--- src/rtl/bpu_update_queue_if.sv ---
// ---------------------------------------------------------------------------
// bpu_update_queue_if
//   Bundles the fetch-side prediction push, the execute-side resolve port and
//   the predictor update/redirect outputs of bpu_update_queue.
//
//   Handshake rules:
//     push    : an entry is accepted on a rising clk edge iff
//               pred_valid_i & pred_ready_o. pred_ready_o is a registered
//               function of occupancy and never depends combinationally on
//               any input.
//     resolve : resolve_valid_i has no ready. It always refers to the oldest
//               in-flight entry and is ignored when the queue is empty.
//     update  : branch_valid_o / mispredict_o are single-cycle pulses. They
//               appear exactly one cycle after the resolve cycle. The data
//               outputs that go with them are valid while branch_valid_o = 1.
//
//   Modports:
//     master : fetch/execute side (drives pred_* / resolve_*)
//     slave  : the queue itself
//
//   Parameter: ADDR_WIDTH -- PC/target width
// ---------------------------------------------------------------------------
interface bpu_update_queue_if #(
    parameter int ADDR_WIDTH = 32
);
    logic                  pred_valid_i;
    logic [ADDR_WIDTH-1:0] pred_pc_i;
    logic                  pred_taken_i;
    logic [ADDR_WIDTH-1:0] pred_target_i;
    logic                  pred_ready_o;

    logic                  resolve_valid_i;
    logic                  resolve_taken_i;
    logic [ADDR_WIDTH-1:0] resolve_target_i;

    logic                  branch_valid_o;
    logic                  branch_taken_o;
    logic [ADDR_WIDTH-1:0] branch_pc_o;
    logic [ADDR_WIDTH-1:0] branch_target_address_o;
    logic                  mispredict_o;
    logic [ADDR_WIDTH-1:0] redirect_pc_o;

    modport master (
        output pred_valid_i, pred_pc_i, pred_taken_i, pred_target_i,
        input  pred_ready_o,
        output resolve_valid_i, resolve_taken_i, resolve_target_i,
        input  branch_valid_o, branch_taken_o, branch_pc_o,
        input  branch_target_address_o, mispredict_o, redirect_pc_o
    );

    modport slave (
        input  pred_valid_i, pred_pc_i, pred_taken_i, pred_target_i,
        output pred_ready_o,
        input  resolve_valid_i, resolve_taken_i, resolve_target_i,
        output branch_valid_o, branch_taken_o, branch_pc_o,
        output branch_target_address_o, mispredict_o, redirect_pc_o
    );
endinterface

--- src/rtl/bpu_update_queue.sv ---
// ---------------------------------------------------------------------------
// bpu_update_queue
//   In-order queue of branch predictions. Fetch pushes every prediction it
//   makes. Execute resolves branches oldest-first. Each resolution is paired
//   with the recorded prediction and produces one registered update for the
//   predictor/BTB. On a wrong prediction the module raises a redirect and
//   drops every younger (wrong-path) entry.
//
//   Ports:
//     clk               clock; all state changes on posedge
//     rst               asynchronous, active-low reset
//     flush_i           external pipeline flush; empties the queue and
//                       cancels any push/resolve in the same cycle
//     bus (slave)       pred_* push port, resolve_* port, branch_*/
//                       mispredict_o/redirect_pc_o update outputs
//     occupancy_o       number of valid entries (0..DEPTH)
//     perf_resolved_o   resolved-branch count (0 unless BPU_PERF_COUNTER_EN)
//     perf_mispredict_o mispredict count     (0 unless BPU_PERF_COUNTER_EN)
//
//   Optional feature macro: BPU_PERF_COUNTER_EN
//     When defined, this adds saturating 32-bit counters. Only reset clears
//     them. When not defined, both perf ports are tied to zero.
//
//   Parameters: DEPTH (power of 2, >= 2), ADDR_WIDTH (must equal the bus
//   interface's ADDR_WIDTH).
// ---------------------------------------------------------------------------
module bpu_update_queue #(
    parameter int DEPTH      = 8,
    parameter int ADDR_WIDTH = 32
) (
    input  logic                     clk,
    input  logic                     rst,
    input  logic                     flush_i,
    bpu_update_queue_if.slave        bus,
    output logic [$clog2(DEPTH):0]   occupancy_o,
    output logic [31:0]              perf_resolved_o,
    output logic [31:0]              perf_mispredict_o
);
    localparam int PW = $clog2(DEPTH);
    localparam logic [PW:0] FULL = (PW+1)'(DEPTH);

    // Entry storage
    logic [ADDR_WIDTH-1:0] pc_mem_q     [DEPTH];
    logic [ADDR_WIDTH-1:0] target_mem_q [DEPTH];
    logic                  taken_mem_q  [DEPTH];

    logic [PW-1:0] rd_ptr_q, rd_ptr_d;
    logic [PW-1:0] wr_ptr_q, wr_ptr_d;
    logic [PW:0]   occ_q, occ_d;

    // Registered update outputs
    logic                  branch_valid_q;
    logic                  branch_taken_q;
    logic [ADDR_WIDTH-1:0] branch_pc_q;
    logic [ADDR_WIDTH-1:0] branch_target_q;
    logic                  mispredict_q;
    logic [ADDR_WIDTH-1:0] redirect_pc_q;

    logic                  push_acc;
    logic                  resolve_acc;
    logic                  mis;
    logic                  resolve_mis;
    logic [ADDR_WIDTH-1:0] head_pc;
    logic [ADDR_WIDTH-1:0] head_target;
    logic                  head_taken;

    assign head_pc     = pc_mem_q[rd_ptr_q];
    assign head_target = target_mem_q[rd_ptr_q];
    assign head_taken  = taken_mem_q[rd_ptr_q];

    // ready comes from the occupancy register only, so fetch sees no
    // combinational path through the resolve inputs.
    assign bus.pred_ready_o = (occ_q != FULL);

    assign push_acc    = bus.pred_valid_i && (occ_q != FULL) && !flush_i;
    assign resolve_acc = bus.resolve_valid_i && (occ_q != '0) && !flush_i;

    // The target only matters when the branch is actually taken. A not-taken
    // branch that was predicted not-taken is a hit, whatever target was recorded.
    assign mis = (head_taken != bus.resolve_taken_i) ||
                 (bus.resolve_taken_i && (head_target != bus.resolve_target_i));
    assign resolve_mis = resolve_acc && mis;

    always_comb begin
        rd_ptr_d = rd_ptr_q;
        wr_ptr_d = wr_ptr_q;
        occ_d    = occ_q;
        if (flush_i || resolve_mis) begin
            // Everything after the head is wrong-path. A same-cycle push is
            // dropped by leaving wr_ptr alone.
            rd_ptr_d = wr_ptr_q;
            occ_d    = '0;
        end else begin
            if (push_acc) begin
                wr_ptr_d = wr_ptr_q + PW'(1);
            end
            if (resolve_acc) begin
                rd_ptr_d = rd_ptr_q + PW'(1);
            end
            case ({push_acc, resolve_acc})
                2'b10:   occ_d = occ_q + (PW+1)'(1);
                2'b01:   occ_d = occ_q - (PW+1)'(1);
                default: occ_d = occ_q;
            endcase
        end
    end

    always_ff @(posedge clk or negedge rst) begin
        if (!rst) begin
            rd_ptr_q <= '0;
            wr_ptr_q <= '0;
            occ_q    <= '0;
            for (int i = 0; i < DEPTH; i++) begin
                pc_mem_q[i]     <= '0;
                target_mem_q[i] <= '0;
                taken_mem_q[i]  <= 1'b0;
            end
        end else begin
            rd_ptr_q <= rd_ptr_d;
            wr_ptr_q <= wr_ptr_d;
            occ_q    <= occ_d;
            // A push that a mispredict discards still writes its slot. That
            // slot lies outside the valid window, so no one reads it.
            if (push_acc) begin
                pc_mem_q[wr_ptr_q]     <= bus.pred_pc_i;
                target_mem_q[wr_ptr_q] <= bus.pred_target_i;
                taken_mem_q[wr_ptr_q]  <= bus.pred_taken_i;
            end
        end
    end

    // Update outputs: strobes pulse, data holds the last resolution.
    always_ff @(posedge clk or negedge rst) begin
        if (!rst) begin
            branch_valid_q  <= 1'b0;
            branch_taken_q  <= 1'b0;
            branch_pc_q     <= '0;
            branch_target_q <= '0;
            mispredict_q    <= 1'b0;
            redirect_pc_q   <= '0;
        end else begin
            branch_valid_q <= resolve_acc;
            mispredict_q   <= resolve_mis;
            if (resolve_acc) begin
                branch_taken_q  <= bus.resolve_taken_i;
                branch_pc_q     <= head_pc;
                branch_target_q <= bus.resolve_target_i;
                redirect_pc_q   <= bus.resolve_taken_i ? bus.resolve_target_i
                                                       : head_pc + ADDR_WIDTH'(4);
            end
        end
    end

    assign bus.branch_valid_o          = branch_valid_q;
    assign bus.branch_taken_o          = branch_taken_q;
    assign bus.branch_pc_o             = branch_pc_q;
    assign bus.branch_target_address_o = branch_target_q;
    assign bus.mispredict_o            = mispredict_q;
    assign bus.redirect_pc_o           = redirect_pc_q;
    assign occupancy_o                 = occ_q;

`ifdef BPU_PERF_COUNTER_EN
    // Counters step on the same edge that registers the pulse, so each count
    // is visible together with the pulse it counts.
    logic [31:0] perf_res_q;
    logic [31:0] perf_mis_q;

    always_ff @(posedge clk or negedge rst) begin
        if (!rst) begin
            perf_res_q <= '0;
            perf_mis_q <= '0;
        end else begin
            if (resolve_acc && (perf_res_q != 32'hFFFF_FFFF)) begin
                perf_res_q <= perf_res_q + 32'd1;
            end
            if (resolve_mis && (perf_mis_q != 32'hFFFF_FFFF)) begin
                perf_mis_q <= perf_mis_q + 32'd1;
            end
        end
    end

    assign perf_resolved_o   = perf_res_q;
    assign perf_mispredict_o = perf_mis_q;
`else
    assign perf_resolved_o   = 32'h0;
    assign perf_mispredict_o = 32'h0;
`endif

endmodule

--- src/flat_wrapper.sv ---
// flat-port wrapper written by rule: the top's interface ports become plain ports
module bpu_update_queue_flat 
#(
    parameter int DEPTH      = 8,
    parameter int ADDR_WIDTH = 32
)
  (clk, rst, flush_i, occupancy_o, perf_resolved_o, perf_mispredict_o, bus_pred_valid_i, bus_pred_pc_i, bus_pred_taken_i, bus_pred_target_i, bus_pred_ready_o, bus_resolve_valid_i, bus_resolve_taken_i, bus_resolve_target_i, bus_branch_valid_o, bus_branch_taken_o, bus_branch_pc_o, bus_branch_target_address_o, bus_mispredict_o, bus_redirect_pc_o);
  bpu_update_queue_if #(.ADDR_WIDTH(ADDR_WIDTH)) bus_i ();
  input  logic clk;
  input  logic rst;
  input  logic flush_i;
  output logic [$clog2(DEPTH):0] occupancy_o;
  output logic [31:0] perf_resolved_o;
  output logic [31:0] perf_mispredict_o;
  input wire logic [$bits(bus_i.pred_valid_i)-1:0] bus_pred_valid_i;
  input wire logic [$bits(bus_i.pred_pc_i)-1:0] bus_pred_pc_i;
  input wire logic [$bits(bus_i.pred_taken_i)-1:0] bus_pred_taken_i;
  input wire logic [$bits(bus_i.pred_target_i)-1:0] bus_pred_target_i;
  output wire logic [$bits(bus_i.pred_ready_o)-1:0] bus_pred_ready_o;
  input wire logic [$bits(bus_i.resolve_valid_i)-1:0] bus_resolve_valid_i;
  input wire logic [$bits(bus_i.resolve_taken_i)-1:0] bus_resolve_taken_i;
  input wire logic [$bits(bus_i.resolve_target_i)-1:0] bus_resolve_target_i;
  output wire logic [$bits(bus_i.branch_valid_o)-1:0] bus_branch_valid_o;
  output wire logic [$bits(bus_i.branch_taken_o)-1:0] bus_branch_taken_o;
  output wire logic [$bits(bus_i.branch_pc_o)-1:0] bus_branch_pc_o;
  output wire logic [$bits(bus_i.branch_target_address_o)-1:0] bus_branch_target_address_o;
  output wire logic [$bits(bus_i.mispredict_o)-1:0] bus_mispredict_o;
  output wire logic [$bits(bus_i.redirect_pc_o)-1:0] bus_redirect_pc_o;
  assign bus_i.pred_valid_i = bus_pred_valid_i;
  assign bus_i.pred_pc_i = bus_pred_pc_i;
  assign bus_i.pred_taken_i = bus_pred_taken_i;
  assign bus_i.pred_target_i = bus_pred_target_i;
  assign bus_pred_ready_o = bus_i.pred_ready_o;
  assign bus_i.resolve_valid_i = bus_resolve_valid_i;
  assign bus_i.resolve_taken_i = bus_resolve_taken_i;
  assign bus_i.resolve_target_i = bus_resolve_target_i;
  assign bus_branch_valid_o = bus_i.branch_valid_o;
  assign bus_branch_taken_o = bus_i.branch_taken_o;
  assign bus_branch_pc_o = bus_i.branch_pc_o;
  assign bus_branch_target_address_o = bus_i.branch_target_address_o;
  assign bus_mispredict_o = bus_i.mispredict_o;
  assign bus_redirect_pc_o = bus_i.redirect_pc_o;
  bpu_update_queue #(.DEPTH(DEPTH), .ADDR_WIDTH(ADDR_WIDTH)) u_core (.clk(clk), .rst(rst), .flush_i(flush_i), .bus(bus_i), .occupancy_o(occupancy_o), .perf_resolved_o(perf_resolved_o), .perf_mispredict_o(perf_mispredict_o));
endmodule
--- config.mk ---
export PLATFORM = sky130hd
export DESIGN_NAME = bpu_update_queue_flat
export DESIGN_NICKNAME = d
export VERILOG_FILES = /design/src/rtl/bpu_update_queue_if.sv /design/src/rtl/bpu_update_queue.sv /design/src/flat_wrapper.sv
export SDC_FILE = /design/constraint.sdc
export NUM_CORES = 1
export LEC_CHECK = 0
export CELL_PAD_IN_SITES_DETAIL_PLACEMENT = 1
export CELL_PAD_IN_SITES_GLOBAL_PLACEMENT = 2
export CORE_UTILIZATION = 45
export CTS_CLUSTER_SIZE = 25
export DETAILED_ROUTE_END_ITERATION = 7
export HOLD_SLACK_MARGIN = 0.02
export PLACE_DENSITY = 0.95
export SETUP_SLACK_MARGIN = 0.4
export SLEW_MARGIN = 20
export SYNTH_ARGS = -nofsm -noshare
export SYNTH_HDL_FRONTEND = slang
export SYNTH_SLANG_ARGS = --single-unit
--- constraint.sdc ---
create_clock -name clk -period 11.3 [get_ports clk]
set_clock_uncertainty 0.15 [all_clocks]
set_input_delay 2.26 -clock clk [delete_from_list [all_inputs] [get_ports clk]]
set_output_delay 2.26 -clock clk [all_outputs]
set_load 0.05 [all_outputs]
==> flow_summary.ini, run 1 <==
[status]
status = finished, final reports clean

[cts]
clock_sink_count = 629
clkLatencyLatePin_ps = 590
cts_buffers = 67
cts_root_buf = clkbuf_16
cts_tree = yes
cts_resized = 0
clock_tree.buffer_depth = 3
cts_setup_buffers = 0
clkTransAtPathRegs_ps = 60
cts.htree.levels = 3
hold_buffers = 0

[final_layout]
syn_to_final_growth_pct = 15.9
layout-drive-gt1-share = 0.357
most-common-layout-cells = dfrtp_1 (626), mux2_2 (524), clkdlybuf4s50_1 (204), nand2_1 (166), mux4_2 (125)
fin_util = 0.531
nets = 2316
final_common_cell = dfrtp_1

[drt]
first_iter_violations = 1336
antenna_left = 0
num_vias = 18000
wl_met1_mm = 34.3
highest_layer = met5
wl_met2_mm = 41.6
drc = 0
wl_per_cell_um = 26.6
drt_first_pass_iters = 4
routed_via_density = 5.81
drt-total-wl_mm = 82.6
met3_length_mm = 4.51

[sta]
slew_headroom = 0.228
report.final.slew_viol_count = 0
worstMarginPinSlew_ps = 1160
finalHoldViolations = 0
period_share = 0.456
period_needed_ps = 5160
setup_ws_ps = 6140
grt_setup_unrepaired = false
fin_setup_tns_ps = 0
fmax_mhz = 194
setup_violations = 0

[synth]
yosysTopAreaCellShare = 0.540
avgSynthCellArea_um2 = 14.4
synth_cells = 2030
netlist_top_cells_area = dfrtp_1 (54%), mux2_2 (20%), mux4_2 (9.7%)
syn_area_um2 = 29100
async_flop_share = 1.00
yosysWarnings = 0
synth_ff_type = dfrtp_1
ys_ff_latch = 629
synth_edf_count = 0
yosysUniqueCellTypes = 61
yosys.area.top_type = dfrtp_1
yosysSeqAreaShare = 0.540

[power]
total_power_mw = 10.8
netSwitchingFraction = 0.372
combPwrFrac = 0.421
pwr-share-seq = 0.376
p_leak_nw = 14.7
p_int_mw = 6.78
pwr-share-clk = 0.203
peakVddDrop_mv = 0.143
switchingPower_mw = 4.02
powerDensity_nw_per_um2 = 320

[global_route]
grt_max_degree = 161
gr-usage-all-layers = 0.257
grt_overflow = 0
grt_antenna_before_repair = 12
grt_pass1_wl_mm = 128
grt_pass1_vias = 20100

[die]
dieArea_um2 = 65800
die_h_um = 256
die_x_um = 256
initial_core_util = 0.459
fp.coreArea_um2 = 63500
core.rowCount = 92
io_pins = 271

[setup_path]
reg2regPathDepth = 9
worstPathArrival_ps = 5490
setup.worst_path.end_class = register
crit_fanout = 45
worst-setup-path-type = reg -> reg
crit_required_ps = 11630
start_kind = register

[placement]
dp_hpwl_mm = 52.1
portBuffers = 206
dp_slack_ps = 5600
place_congestion = 0.815

[min_path]
holdPathStages = 2
hold_path.class = reg -> reg

[run]
max-cap-violations = 0
metrics by stage:
| stage | hold WS [ps] | cells | instance area [µm²] |
|---|---|---|---|
| 3_3_place_gp | 308 | 2983 | 31600 |
| 6_report | 325 | 3100 | 33800 |
| 2_1_floorplan | 320 | 2093 | 29400 |
| 4_1_cts | 329 | 3091 | 33700 |
| 3_5_place_dp | 315 | 2983 | 31600 |
| 5_1_grt | 341 | 3098 | 33800 |
sequential cells by signal, indices dropped and copies added, names as in the netlist:
name,count
u_core.pc_mem_q,256
u_core.bus.redirect_pc_o,32
u_core.occupancy_o,4
u_core.bus.mispredict_o,1
u_core.bus.branch_valid_o,1
u_core.taken_mem_q,8
u_core.wr_ptr_q,3
u_core.bus.branch_taken_o,1
u_core.bus.branch_pc_o,32
u_core.rd_ptr_q,3
u_core.bus.branch_target_address_o,32
u_core.target_mem_q,256
power groups by stage:
stage	combinational, mW	sequential (mW)	clock (mW)
after global routing	4.80	4.18	2.32
final	4.55	4.06	2.20
after CTS	4.56	4.04	2.23
after detailed placement	4.50	4.06	0
after global placement	4.34	3.94	0
after floorplan	2.88	4.30	0
synthesized netlist by cell type, types with 4 or more instances:
cell type / n
nor2b_1: 4
or4_1: 4
nand4_1: 8
nand3b_1: 6
o21ai_0: 56
nand3_1: 10
ha_1: 6
nor3_1: 10
buf_12: 4
buf_1: 4
nand2b_1: 8
xor2_1: 36
mux2_2: 524
a21oi_1: 35
mux2i_1: 72
buf_8: 5
nor2_1: 32
inv_1: 6
buf_4: 73
clkbuf_1: 87
o21a_1: 5
nand2_1: 166
and3_1: 14
mux4_2: 125
xnor2_1: 25
buf_2: 9
buf_6: 11
dfrtp_1: 629
nor4_1: 10
layout make-up:
| class | count | area (µm²) |
|---|---|---|
| antenna | 9 | 22.5 |
| multi-input combinational | 1265 | 12400 |
| sequential | 629 | 15800 |
| fill | 6088 | 29800 |
| timing repair buffer | 237 | 2310 |
| tap | 846 | 1060 |
| inverter | 6 | 22.5 |
| clock buffer | 94 | 1970 |
| clock inverter | 14 | 181 |
kinds of logic after synthesis:
group           synth area share
simple gates              0.0462
fa+ha+maj                0.00326
other cells             0.000129
flops                      0.540
buf+inv                   0.0424
xor+xnor                  0.0183
compound gates            0.0242
mux                        0.325
worst paths after layout:
kind,slack [ps],end,start
setup / recovery,6140,u_core.rd_ptr_q[0]$_DFFE_PN0P_,u_core.rd_ptr_q[1]$_DFFE_PN0P_
setup reg to reg,6140,u_core.rd_ptr_q[0]$_DFFE_PN0P_,u_core.rd_ptr_q[1]$_DFFE_PN0P_
hold / removal,330,u_core.bus.branch_target_address_o[2]$_DFFE_PN0P_,u_core.bus.branch_target_address_o[2]$_DFFE_PN0P_
max in group asynchronous,7050,u_core.rd_ptr_q[2]$_DFFE_PN0P_,rst
min in group asynchronous,1500,u_core.pc_mem_q[249]$_DFFE_PN0P_,rst
hold reg to reg,330,u_core.bus.branch_target_address_o[2]$_DFFE_PN0P_,u_core.bus.branch_target_address_o[2]$_DFFE_PN0P_
layer usage:
metal / track usage / vias up
met2: 0.428 / 523
met1: 0.335 / 9800
met4: 0.0909 / 8
met5: 0 / -
met3: 0.0498 / 125
li1: - / 7556
critical path, stage by stage, from the launching register on:
cell and delay [ps]:
dfrtp_4 970, buf_4 760, mux4_2 610, mux2i_1 220, xor2_1 470, nand4_1 150
or4b_1 590, or4_4 560, and2_4 220, o311ai_2 270
Power figures use the tool's default switching activity.
==> inputs of run 2 (changes only) <==
--- a/config.mk
+++ b/config.mk
@@ -7,11 +7,11 @@
 export LEC_CHECK = 0
 export CELL_PAD_IN_SITES_DETAIL_PLACEMENT = 1
 export CELL_PAD_IN_SITES_GLOBAL_PLACEMENT = 2
-export CORE_UTILIZATION = 45
+export CORE_UTILIZATION = 37
 export CTS_CLUSTER_SIZE = 25
 export DETAILED_ROUTE_END_ITERATION = 7
 export HOLD_SLACK_MARGIN = 0.02
-export PLACE_DENSITY = 0.95
+export PLACE_DENSITY = 0.85
 export SETUP_SLACK_MARGIN = 0.4
 export SLEW_MARGIN = 20
 export SYNTH_ARGS = -nofsm -noshare
==> constraint.sdc (replaced) <==
create_clock -name clk -period 4.7 [get_ports clk]
set_clock_uncertainty 0.15 [all_clocks]
set_input_delay 0.94 -clock clk [delete_from_list [all_inputs] [get_ports clk]]
set_output_delay 0.94 -clock clk [all_outputs]
set_load 0.05 [all_outputs]
==> run 2 against run 1 <==
Largest power group unchanged. Clock-buffer cell count up 13. Clock power increased by 150%. Largest cell class unchanged. Utilization is 8.7 points lower. Wire length increased by 3.8%. Combinational power increased by 140%. Sequential share of layout area down 1.0 points. Sequential power increased by 140%. Critical path depth unchanged.
==> flow_summary.ini, run 2 (synthesis results as in run 1) <==
[cts]
cts_root_buf = clkbuf_16
clkLatencyLatePin_ps = 620
cts_tree = yes
hold_buffers = 0
clkTransAtPathRegs_ps = 60
cts_setup_buffers = 0
clock_tree.buffer_depth = 3
clock_sink_count = 629
cts_buffers = 71
cts_resized = 0
cts.htree.levels = 3

[power]
peakVddDrop_mv = 0.303
pwr-share-seq = 0.369
pwr-share-clk = 0.208
p_int_mw = 16.6
switchingPower_mw = 9.76
powerDensity_nw_per_um2 = 763
netSwitchingFraction = 0.370
combPwrFrac = 0.423
p_leak_nw = 14.9

[final_layout]
syn_to_final_growth_pct = 18.5
top_regs = u_core.pc_mem_q: 256 flops, u_core.target_mem_q: 256 flops
final_common_cell = dfrtp_1
fin_cells = 3324
most-common-layout-cells = dfrtp_1 (626), mux2_2 (524), clkdlybuf4s50_1 (204), nand2_1 (166), mux4_2 (125)
layout-drive-gt1-share = 0.365
nets = 2345
nFillCells = 7689

[setup_path]
critPathSlowestCell = dfrtp_4
crit_fanout = 21
crit_chain = buf_4 -> mux4_2 -> mux2i_1 -> xnor2_1 -> or4_1 -> nor4_1 -> nand4_1 -> a21oi_2 -> mux2_1
setup.worst_path.end_class = register
worst-setup-path-type = reg -> reg
start_kind = register
cpPeakStageDelay_ps = 590
crit_required_ps = 5050
worstPathArrival_ps = 4430

[global_route]
grt_antenna_before_repair = 13
grt_overflow = 0
grt_pass1_vias = 20200
gr-usage-all-layers = 0.219
grt_max_degree = 139
grt_pass1_wl_mm = 131

[run]
max-cap-violations = 0

[drt]
routed_via_density = 5.43
drt_first_pass_iters = 6
first_iter_violations = 1187
wl_met2_mm = 41.8
wl_per_cell_um = 25.8
met3_length_mm = 4.64
highest_layer = met5
wl_met1_mm = 37.2
num_vias = 18100
drt-total-wl_mm = 85.7
drc = 0
antenna_left = 0

[sta]
fin_setup_tns_ps = 0
grt_setup_unrepaired = false
period_share = 0.868
slew_headroom = 0.327
fmax_mhz = 245
worstMarginPinSlew_ps = 1010
report.final.slew_viol_count = 0
period_needed_ps = 4080
setup_violations = 0
finalHoldViolations = 0

[die]
io_pins = 271
fp.coreArea_um2 = 77700
initial_core_util = 0.375
dieArea_um2 = 79900
die_x_um = 283
core.rowCount = 102
die_h_um = 283

[placement]
placed_cells = 3201
dp_hpwl_mm = 55.1
place_congestion = 0.821
portBuffers = 206

[min_path]
hold_path.class = in -> async

[status]
status = finished, final reports clean
==> run 2: cell types whose count changed in the layout (fill, tap and decap cells not counted), moves of 2 or more <==
cell,delta
buf_4,+7
bufinv_16,-2
clkbuf_1,+5
diode_2,-7
buf_12,+20
clkinvlp_4,-2
inv_6,+3
clkbuf_8,+5
buf_6,-2
clkbuf_16,+3
==> run 2: worst paths after layout <==
path / slack (ps) / to / startpoint / cells past startpoint
max: 620 / u_core.wr_ptr_q[1]$_DFFE_PN0P_ / u_core.rd_ptr_q[1]$_DFFE_PN0P_ / 9
min: 300 / u_core.target_mem_q[199]$_DFFE_PN0P_ / rst / 1
max in group asynchronous: 3010 / u_core.pc_mem_q[62]$_DFFE_PN0P_ / rst / 2
min reg2reg: 330 / u_core.bus.branch_target_address_o[6]$_DFFE_PN0P_ / u_core.bus.branch_target_address_o[6]$_DFFE_PN0P_ / 2
max reg2reg: 620 / u_core.wr_ptr_q[1]$_DFFE_PN0P_ / u_core.rd_ptr_q[1]$_DFFE_PN0P_ / 9
min in group clk: 330 / u_core.bus.branch_target_address_o[6]$_DFFE_PN0P_ / u_core.bus.branch_target_address_o[6]$_DFFE_PN0P_ / 2
==> run 2: power groups by stage <==
stage          Sequential [mW]  Combinational [mW]  Clock [mW]
4_1_cts                   9.72                11.2        5.62
5_1_grt                   10.0                11.9        5.82
2_1_floorplan             10.3                6.92           0
6_report                  9.71                11.1        5.49
3_5_place_dp              9.78                11.1           0
3_3_place_gp              9.52                10.7           0
==> run 2: stage by stage <==
stage / hold slack (ps) / util / total power, mW / cell area [µm²] / setup WS [ps]
2_1_floorplan: 320 / - / 17.2 / 29400 / 648
6_report: 299 / 0.444 / 26.3 / 34500 / 620
5_1_grt: 351 / 0.444 / 27.7 / 34500 / 406
4_1_cts: 330 / 0.444 / 26.5 / 34500 / 422
3_3_place_gp: 310 / 0.415 / 20.2 / 32200 / 578
3_5_place_dp: 317 / 0.415 / 20.9 / 32200 / 440
==> run 2: final cells by class <==
cell class                      count  area [µm²]  area share
Antenna cell                        2        5.00    0.000145
Clock buffer                      107        2140      0.0618
Clock inverter                     13         144     0.00417
Inverter                            6        22.5    0.000652
Multi-Input combinational cell   1265       12400       0.360
Sequential cell                   629       15800       0.456
Tap cell                         1040        1300      0.0377
Timing Repair Buffer              262        2750      0.0795
==> run 2: worst max-delay path: cells and delay by family, from the launching register on <==
family	cells	cell delay [ps]
buffers and inverters	1	430
DFF	1	590
xor gates and xnor gates	1	170
AOI/OAI and AO/OA	1	290
and+or+nand+nor	3	1180
muxes	3	1110
==> run 2: layer usage <==
| metal | track usage | vias up |
|---|---|---|
| li1 | - | 7639 |
| met1 | 0.295 | 9781 |
| met4 | 0.0669 | 20 |
| met3 | 0.0429 | 134 |
| met5 | 0 | - |
| met2 | 0.356 | 490 |
==> inputs of run 3 (changes only) <==
--- a/config.mk
+++ b/config.mk
@@ -13,7 +13,6 @@
 export HOLD_SLACK_MARGIN = 0.02
 export PLACE_DENSITY = 0.85
 export SETUP_SLACK_MARGIN = 0.4
-export SLEW_MARGIN = 20
 export SYNTH_ARGS = -nofsm -noshare
 export SYNTH_HDL_FRONTEND = slang
 export SYNTH_SLANG_ARGS = --single-unit
==> results of run 3 <==
The final DEF is identical to that of run 2; final timing and power are the same.
